==> src/rtl/lstm_pkg.sv <==
// Shared types and constants for the LSTM sequence driver and its result FIFO.
// Latency: none (types and constants only).
// Backpressure: none.
package lstm_pkg;

  // Gate index as carried in cfg_addr[1:0]; also the bit position in each strobe vector.
  typedef enum logic [1:0] {
    GATE_I = 2'd0,
    GATE_F = 2'd1,
    GATE_G = 2'd2,
    GATE_O = 2'd3
  } gate_e;

  // Shadow register type as carried in cfg_addr[3:2].
  typedef enum logic [1:0] {
    CFG_WX = 2'd0,
    CFG_WH = 2'd1,
    CFG_BX = 2'd2,
    CFG_BH = 2'd3
  } cfg_type_e;

  typedef enum logic [1:0] {
    ST_IDLE = 2'd0,  // no open sequence
    ST_RUN  = 2'd1,  // sequence open, cell idle, cell holds its own h/C feedback
    ST_BUSY = 2'd2   // one step in flight inside the cell
  } drv_state_e;

  // Cycles from sample accept to cell_valid.
  localparam int CELL_LATENCY = 7;

endpackage

==> src/rtl/lstm_result_fifo.sv <==
// Synchronous FIFO holding {y, C, last} results.
// Latency: a pushed entry is visible on pop_dat the cycle after the push.
// Backpressure: push is dropped when full and pop is ignored when empty.
// Ports: push/push_dat write side, pop/pop_dat read side, full/empty flags.
// pop_dat reads as zero while empty so the downstream outputs are quiet after reset.
module lstm_result_fifo #(
  parameter int DAT_W = 33,
  parameter int DEPTH = 4
) (
  input  logic             clk,
  input  logic             rst,
  input  logic             push,
  input  logic [DAT_W-1:0] push_dat,
  input  logic             pop,
  output logic [DAT_W-1:0] pop_dat,
  output logic             full,
  output logic             empty
);

  localparam int AW = $clog2(DEPTH);

  logic [DAT_W-1:0] mem [DEPTH];
  // One extra pointer bit distinguishes full from empty.
  logic [AW:0]      wr_ptr;
  logic [AW:0]      rd_ptr;

  assign empty   = (wr_ptr == rd_ptr);
  assign full    = (wr_ptr[AW] != rd_ptr[AW]) && (wr_ptr[AW-1:0] == rd_ptr[AW-1:0]);
  assign pop_dat = empty ? '0 : mem[rd_ptr[AW-1:0]];

  always_ff @(posedge clk) begin
    if (push && !full) begin
      mem[wr_ptr[AW-1:0]] <= push_dat;
    end
  end

  always_ff @(posedge clk) begin
    if (rst) begin
      wr_ptr <= '0;
      rd_ptr <= '0;
    end else begin
      if (push && !full) begin
        wr_ptr <= wr_ptr + (AW+1)'(1);
      end
      if (pop && !empty) begin
        rd_ptr <= rd_ptr + (AW+1)'(1);
      end
    end
  end

endmodule

==> src/rtl/lstm_seq_driver.sv <==
// Sequence initiator for the single-cell LSTM: weight push, state injection, result collection.
// Latency: accept at T, cell result at T+7, m_valid at T+8; weight push takes one IDLE cycle.
// Backpressure: a step issues only when the cell is idle and the result FIFO has a free slot.
// Ports: cfg_* shadow-register writes; s_x* sample stream in; cell_* to/from the LSTM cell;
//        m_* result stream out with m_ready backpressure.
// Option: define LSTM_SEQ_INIT_STATE_EN to make h0/C0 writable (cfg_addr[4]=1); otherwise both are 0.
module lstm_seq_driver
  import lstm_pkg::*;
#(
  parameter int WIDTH      = 16,
  parameter int FIFO_DEPTH = 4
) (
  input  logic                   clk,
  input  logic                   rst,
  input  logic                   cfg_wr,
  input  logic [4:0]             cfg_addr,
  input  logic [WIDTH-1:0]       cfg_data,
  input  logic [WIDTH-1:0]       s_x,
  input  logic                   s_x_valid,
  input  logic                   s_x_last,
  output logic                   s_x_ready,
  output logic [3:0][WIDTH-1:0]  cell_weight_x,
  output logic [3:0][WIDTH-1:0]  cell_weight_h,
  output logic [3:0][WIDTH-1:0]  cell_bias_x,
  output logic [3:0][WIDTH-1:0]  cell_bias_h,
  output logic [3:0]             cell_weight_x_valid,
  output logic [3:0]             cell_weight_h_valid,
  output logic [3:0]             cell_bias_x_valid,
  output logic [3:0]             cell_bias_h_valid,
  input  logic                   cell_ready,
  output logic [WIDTH-1:0]       cell_x,
  output logic                   cell_x_valid,
  output logic [WIDTH-1:0]       cell_h,
  output logic                   cell_h_valid,
  output logic [WIDTH-1:0]       cell_C,
  output logic                   cell_C_valid,
  input  logic [WIDTH-1:0]       cell_y,
  input  logic [WIDTH-1:0]       cell_C_out,
  input  logic                   cell_valid,
  output logic [WIDTH-1:0]       m_y,
  output logic [WIDTH-1:0]       m_C,
  output logic                   m_last,
  output logic                   m_valid,
  input  logic                   m_ready
);

  drv_state_e             state;
  logic                   last_q;
  logic [3:0][WIDTH-1:0]  wx_q, wh_q, bx_q, bh_q;
  // Pending bit index is cfg_addr[3:0] = {type, gate}.
  logic [15:0]            pending;
  logic [WIDTH-1:0]       h0_q, c0_q;

  logic                   fifo_full, fifo_empty, fifo_push;
  logic [2*WIDTH:0]       fifo_dout;

  logic                   issue_ok, accept, push_go, cfg_w;
  logic [15:0]            cfg_sel;

  assign issue_ok  = (state == ST_IDLE || state == ST_RUN) && cell_ready && !fifo_full &&
                     (state == ST_RUN || pending == '0);
  assign accept    = s_x_valid && issue_ok;
  assign s_x_ready = issue_ok;

  // Weights only move between sequences, while the cell is idle.
  assign push_go   = (state == ST_IDLE) && cell_ready && (pending != '0);
  assign cfg_w     = cfg_wr && !cfg_addr[4];
  assign cfg_sel   = 16'd1 << cfg_addr[3:0];

  assign cell_weight_x       = wx_q;
  assign cell_weight_h       = wh_q;
  assign cell_bias_x         = bx_q;
  assign cell_bias_h         = bh_q;
  assign cell_weight_x_valid = push_go ? pending[3:0]   : 4'b0;
  assign cell_weight_h_valid = push_go ? pending[7:4]   : 4'b0;
  assign cell_bias_x_valid   = push_go ? pending[11:8]  : 4'b0;
  assign cell_bias_h_valid   = push_go ? pending[15:12] : 4'b0;

  assign cell_x       = s_x;
  assign cell_x_valid = accept;
  assign cell_h       = h0_q;
  assign cell_C       = c0_q;
  // Initial state only on the first sample; in RUN the cell feeds back its own h/C.
  assign cell_h_valid = accept && (state == ST_IDLE);
  assign cell_C_valid = accept && (state == ST_IDLE);

  always_ff @(posedge clk) begin
    if (rst) begin
      wx_q    <= '0;
      wh_q    <= '0;
      bx_q    <= '0;
      bh_q    <= '0;
      pending <= '0;
    end else begin
      // A write landing in the push cycle re-arms its bit so the new value goes out next cycle.
      pending <= (push_go ? 16'd0 : pending) | (cfg_w ? cfg_sel : 16'd0);
      if (cfg_w) begin
        case (cfg_type_e'(cfg_addr[3:2]))
          CFG_WX: wx_q[cfg_addr[1:0]] <= cfg_data;
          CFG_WH: wh_q[cfg_addr[1:0]] <= cfg_data;
          CFG_BX: bx_q[cfg_addr[1:0]] <= cfg_data;
          CFG_BH: bh_q[cfg_addr[1:0]] <= cfg_data;
          default: ;
        endcase
      end
    end
  end

`ifdef LSTM_SEQ_INIT_STATE_EN
  always_ff @(posedge clk) begin
    if (rst) begin
      h0_q <= '0;
      c0_q <= '0;
    end else if (cfg_wr && cfg_addr[4]) begin
      if (cfg_addr[0]) c0_q <= cfg_data;
      else             h0_q <= cfg_data;
    end
  end
`else
  assign h0_q = '0;
  assign c0_q = '0;
`endif

  // cell_valid outside BUSY is stale (e.g. a step dropped by reset) and is discarded.
  always_ff @(posedge clk) begin
    if (rst) begin
      state  <= ST_IDLE;
      last_q <= 1'b0;
    end else begin
      case (state)
        ST_IDLE, ST_RUN: begin
          if (accept) begin
            last_q <= s_x_last;
            state  <= ST_BUSY;
          end
        end
        ST_BUSY: begin
          if (cell_valid) begin
            state <= last_q ? ST_IDLE : ST_RUN;
          end
        end
        default: state <= ST_IDLE;
      endcase
    end
  end

  assign fifo_push = (state == ST_BUSY) && cell_valid;

  lstm_result_fifo #(
    .DAT_W (2*WIDTH+1),
    .DEPTH (FIFO_DEPTH)
  ) u_fifo (
    .clk      (clk),
    .rst      (rst),
    .push     (fifo_push),
    .push_dat ({cell_y, cell_C_out, last_q}),
    .pop      (m_ready),
    .pop_dat  (fifo_dout),
    .full     (fifo_full),
    .empty    (fifo_empty)
  );

  assign m_valid            = !fifo_empty;
  assign {m_y, m_C, m_last} = fifo_dout;

endmodule

==> config.mk <==
export PLATFORM = sky130hd
export DESIGN_NAME = lstm_seq_driver
export DESIGN_NICKNAME = d
export VERILOG_FILES = /design/src/rtl/lstm_pkg.sv /design/src/rtl/lstm_result_fifo.sv /design/src/rtl/lstm_seq_driver.sv
export SDC_FILE = /design/constraint.sdc
export NUM_CORES = 1
export LEC_CHECK = 0
export CAP_MARGIN = 20
export CORE_MARGIN = 2
export CORE_UTILIZATION = 57
export DETAILED_ROUTE_END_ITERATION = 10
export DONT_BUFFER_PORTS = 1
export PLACE_DENSITY = 0.8
export SYNTH_ARGS = -nofsm -noshare
export SYNTH_HDL_FRONTEND = slang
export SYNTH_SLANG_ARGS = --single-unit
==> constraint.sdc <==
create_clock -name clk -period 2.1 [get_ports clk]
set_input_delay 0.315 -clock clk [delete_from_list [all_inputs] [get_ports clk]]
set_output_delay 0.315 -clock clk [all_outputs]
set_load 0.01 [all_outputs]
==> run metrics <==
status=finished, violations left; failing checks=negative setup slack; Post-Syn Instances=1561; Clock Sinks=about 420; #FFs+latches synth=415; final setup margin=-0.212 ns; Post-DRT Antenna Nets=0; gp weighted congestion=0.824; Compound-Gate Fraction of Synth Area=0.0909; Slew headroom=0.427; critical path's largest stage delay=0.38 ns; fmax=432 MHz; R2R setup slack=-0.07 ns; # DRC=0; synthesized cell area=between 0.015 and 0.02 mm2; drt pass-1 iters=6; Cell Count, Final, Fillers Out=between 2k and 2.5k; crit path cell chain=nor4_1, and4_4, o2111ai_4, nor2_2, buf_6; area grow syn2layout=27.2%; DRT Wirelength=54.8 mm; Hold Path Class=in2reg; GRT Util Overall=0.360; Avg WL per Cell=26.0 um; clock slew at reported path FFs=about 0.060 ns; first-pass GRT wire length=79.0 mm; Die H=about 170 um; Layout Nets=around 1.8k; Final Skew=0.00769 ns; critical path arrival=2.00 ns; fill count=1566; final worst path period share=1.10; buffers added on ports=0; sequential-to-total area share from yosys stat=0.613; largest net degree at the start of global routing=approximately 190; DIE WIDTH=170 um; Simple-Gate Fraction of Synth Area=0.164; layout cells sized above 1=0.126; Max Transition Viols Final=0; post-synthesis mux area share=0.0594; most common cell after layout, fill and taps aside=nand2_1; Max Cap Viol=0; Initial DRC Count=1633; H-tree levels=2; Final Hold Fails=0; vias in the first global route=between 10k and 15k; Max rail drop VDD=0.660 mV; hpwl dp=27.5 mm; RSZ-0062 raised after global routing=yes; grt total ovfl=0; Mapped Avg Cell Area=10.1 um2; Yosys Warn Count=0; required time worst endpoint=1.78 ns; Max FO, Critical Path=3; largest family of logic cells by synthesized area=simple AND/OR/NAND/NOR gates; Setup Crit Path Kind=reg2out; DR vias=13.1k; Core Box Area=0.0270 mm2; Rows=60; synth unique cells=41; measured slew at the worst slew-check pin=0.857 ns; R2R Path Start=pending[11]$_SDFF_PP0_; FF/Latch Area=approximately 0.0096 mm2; area of the multi-input gates=0.00562 mm2; initial antenna violation count=1; crit end category=output port; most frequent cells in the layout=nand2_1 (493), dfxtp_1 (274), a21oi_1 (257), dlygate4sd3_1 (233), edfxtp_1 (132); DR vias/cell=around 6.2; Synth Area in XOR/XNOR=0.00446; final core utilization=0.739; TritonCTS Buffers=41; Final min period=between 2 and 2.5 ns; placed cells=1782; slowest CP cell=nor4_1; die area=0.0289 mm2; Synth Area in Adders=0.00398; power consumption=16.7 mW; Hold Crit Start=cell_ready; total leakage power=7.34 nW; startpoint type of the worst setup path=flop; Top Ports=435; Initial Util=0.581; Setup Viol. Count Final=between 50 and 60; Worst Setup SP=pending[11]$_SDFF_PP0_; P per Cell Area=around 830 mW/mm2; Root Driver=clkbuf_16; CTS tree=yes; Worst-Skew Late Latency=0.51 ns; clk buf depth=3
-- routing by layer --
layer	wire length [um]	GRT usage	vias to the layer above
li1	-	-	5458
met2	26500	0.606	1072
met1	18200	0.401	6266
met5	0	0	-
met4	3350	0.212	0
met3	6720	0.116	256
-- path summary, 6_finish.rpt --
| kind | to | depth (start not counted) |
|---|---|---|
| hold / removal | state[0]$_SDFFE_PP0P_ | 2 |
| hold reg to reg | cell_bias_h[29]$_SDFFE_PP0P_ | 2 |
| setup reg to reg | state[1]$_SDFFE_PP0P_ | 6 |
| setup / recovery | cell_C_valid | 5 |
-- layout make-up --
cell class | instances | share of cell area
flip-flops and latches | 415 | 0.483
multi-input cells | 991 | 0.281
repair buffers | 279 | 0.148
clock buffers | 56 | 0.0593
well taps | 341 | 0.0214
clock inverters | 17 | 0.00626
inverters | 6 | 0.00125
diodes | 1 | 0.000125
-- what timing repair did --
item | CTS | global route
endpoints found under the setup margin | 54 | 58
setup buffers | 8 | 3
pin swaps | 20 | 3
gates cloned | 6 | 2
hold buffers | 234 | 0
gates resized for setup | 112 | 21
hold endpoints to repair | 410 | 0
-- report_power, final --
group / switching (mW) / total (mW) / internal, mW / leakage (nW)
clock network: 3.12 / 7.22 / 4.09 / 0.643
registers: 0.0802 / 8.41 / 8.33 / 3.48
logic: 0.574 / 1.04 / 0.462 / 3.22
-- metrics by stage --
step	hold slack (ns)	setup slack [ns]	setup TNS (ns)	area, um2
floorplan	0.414	0.194	0	15800
global placement	0.397	-0.0108	-0.0112	15600
detailed placement	0.404	-0.0105	-0.0105	15600
CTS	0.00420	-0.232	-5.83	19900
global route	0.0252	-0.277	-7.35	20000
finish	0.0717	-0.212	-4.73	20000
-- worst max-delay path: cells and delay by family (launching register included) --
family / cells / cell delay (ns)
AOI/OAI and AO/OA: 1 / 0.13
DFF: 1 / 0.35
and+or+nand+nor: 3 / 0.86
buffers and inverters: 1 / 0.14
-- cells by family (layout without fill, tap and decap cells) --
family | count (synthesis) | in the layout
adders and majority gates | 5 | 5
xor gates and xnor gates | 8 | 8
AOI/OAI and AO/OA | 281 | 281
buffers and inverters | 187 | 358
other | 1 | 33
muxes | 52 | 52
and+or+nand+nor | 612 | 613
DFF | 415 | 415
-- cells in the mapped netlist --
| cell | n | area share |
|---|---|---|
| clkbuf_1 | 75 | 0.018 |
| nand2_1 | 493 | 0.12 |
| and3_1 | 3 | 0.0012 |
| buf_8 | 1 | 0.00096 |
| buf_6 | 2 | 0.0014 |
| nand2b_1 | 3 | 0.0012 |
| o31ai_1 | 1 | 0.00048 |
| a21oi_1 | 258 | 0.082 |
| and3_4 | 1 | 0.00072 |
| and4b_1 | 1 | 0.00064 |
| o21ai_0 | 15 | 0.0048 |
| xor2_1 | 5 | 0.0028 |
| o21ai_1 | 2 | 0.00064 |
| mux4_2 | 33 | 0.047 |
| inv_1 | 6 | 0.0014 |
| o2111ai_1 | 1 | 0.00056 |
| buf_4 | 59 | 0.028 |
| and2_1 | 31 | 0.012 |
| nor4_1 | 4 | 0.0016 |
| nor4b_4 | 1 | 0.0015 |
| or2_2 | 1 | 0.00040 |
| and4bb_1 | 2 | 0.0016 |
| a311o_1 | 1 | 0.00064 |
| dfxtp_1 | 283 | 0.36 |
| o311ai_0 | 1 | 0.00056 |
| clkbuf_2 | 9 | 0.0029 |
| ha_1 | 5 | 0.0040 |
| nor2b_1 | 36 | 0.014 |
| a31oi_1 | 1 | 0.00040 |
| edfxtp_1 | 132 | 0.25 |
| mux2i_1 | 19 | 0.012 |
| conb_1 | 1 | 0.00024 |
| xnor2_1 | 3 | 0.0017 |
| and2_0 | 1 | 0.00040 |
| nor2_1 | 26 | 0.0062 |
| nand3_1 | 5 | 0.0016 |
| nand3b_1 | 2 | 0.00096 |
| buf_2 | 35 | 0.011 |
| and4_1 | 1 | 0.00056 |
| nor3_2 | 1 | 0.00064 |
| o211a_1 | 1 | 0.00064 |
-- state kept, by name, indices dropped and copies added, names as in the netlist, named ones only --
register,cells
state,2
u_fifo.wr_ptr,3
cell_weight_x,64
u_fifo.mem,132
cell_weight_h,64
u_fifo.rd_ptr,3
cell_bias_h,64
cell_bias_x,64
pending,16
last_q,1
Power figures use the tool's default switching activity.
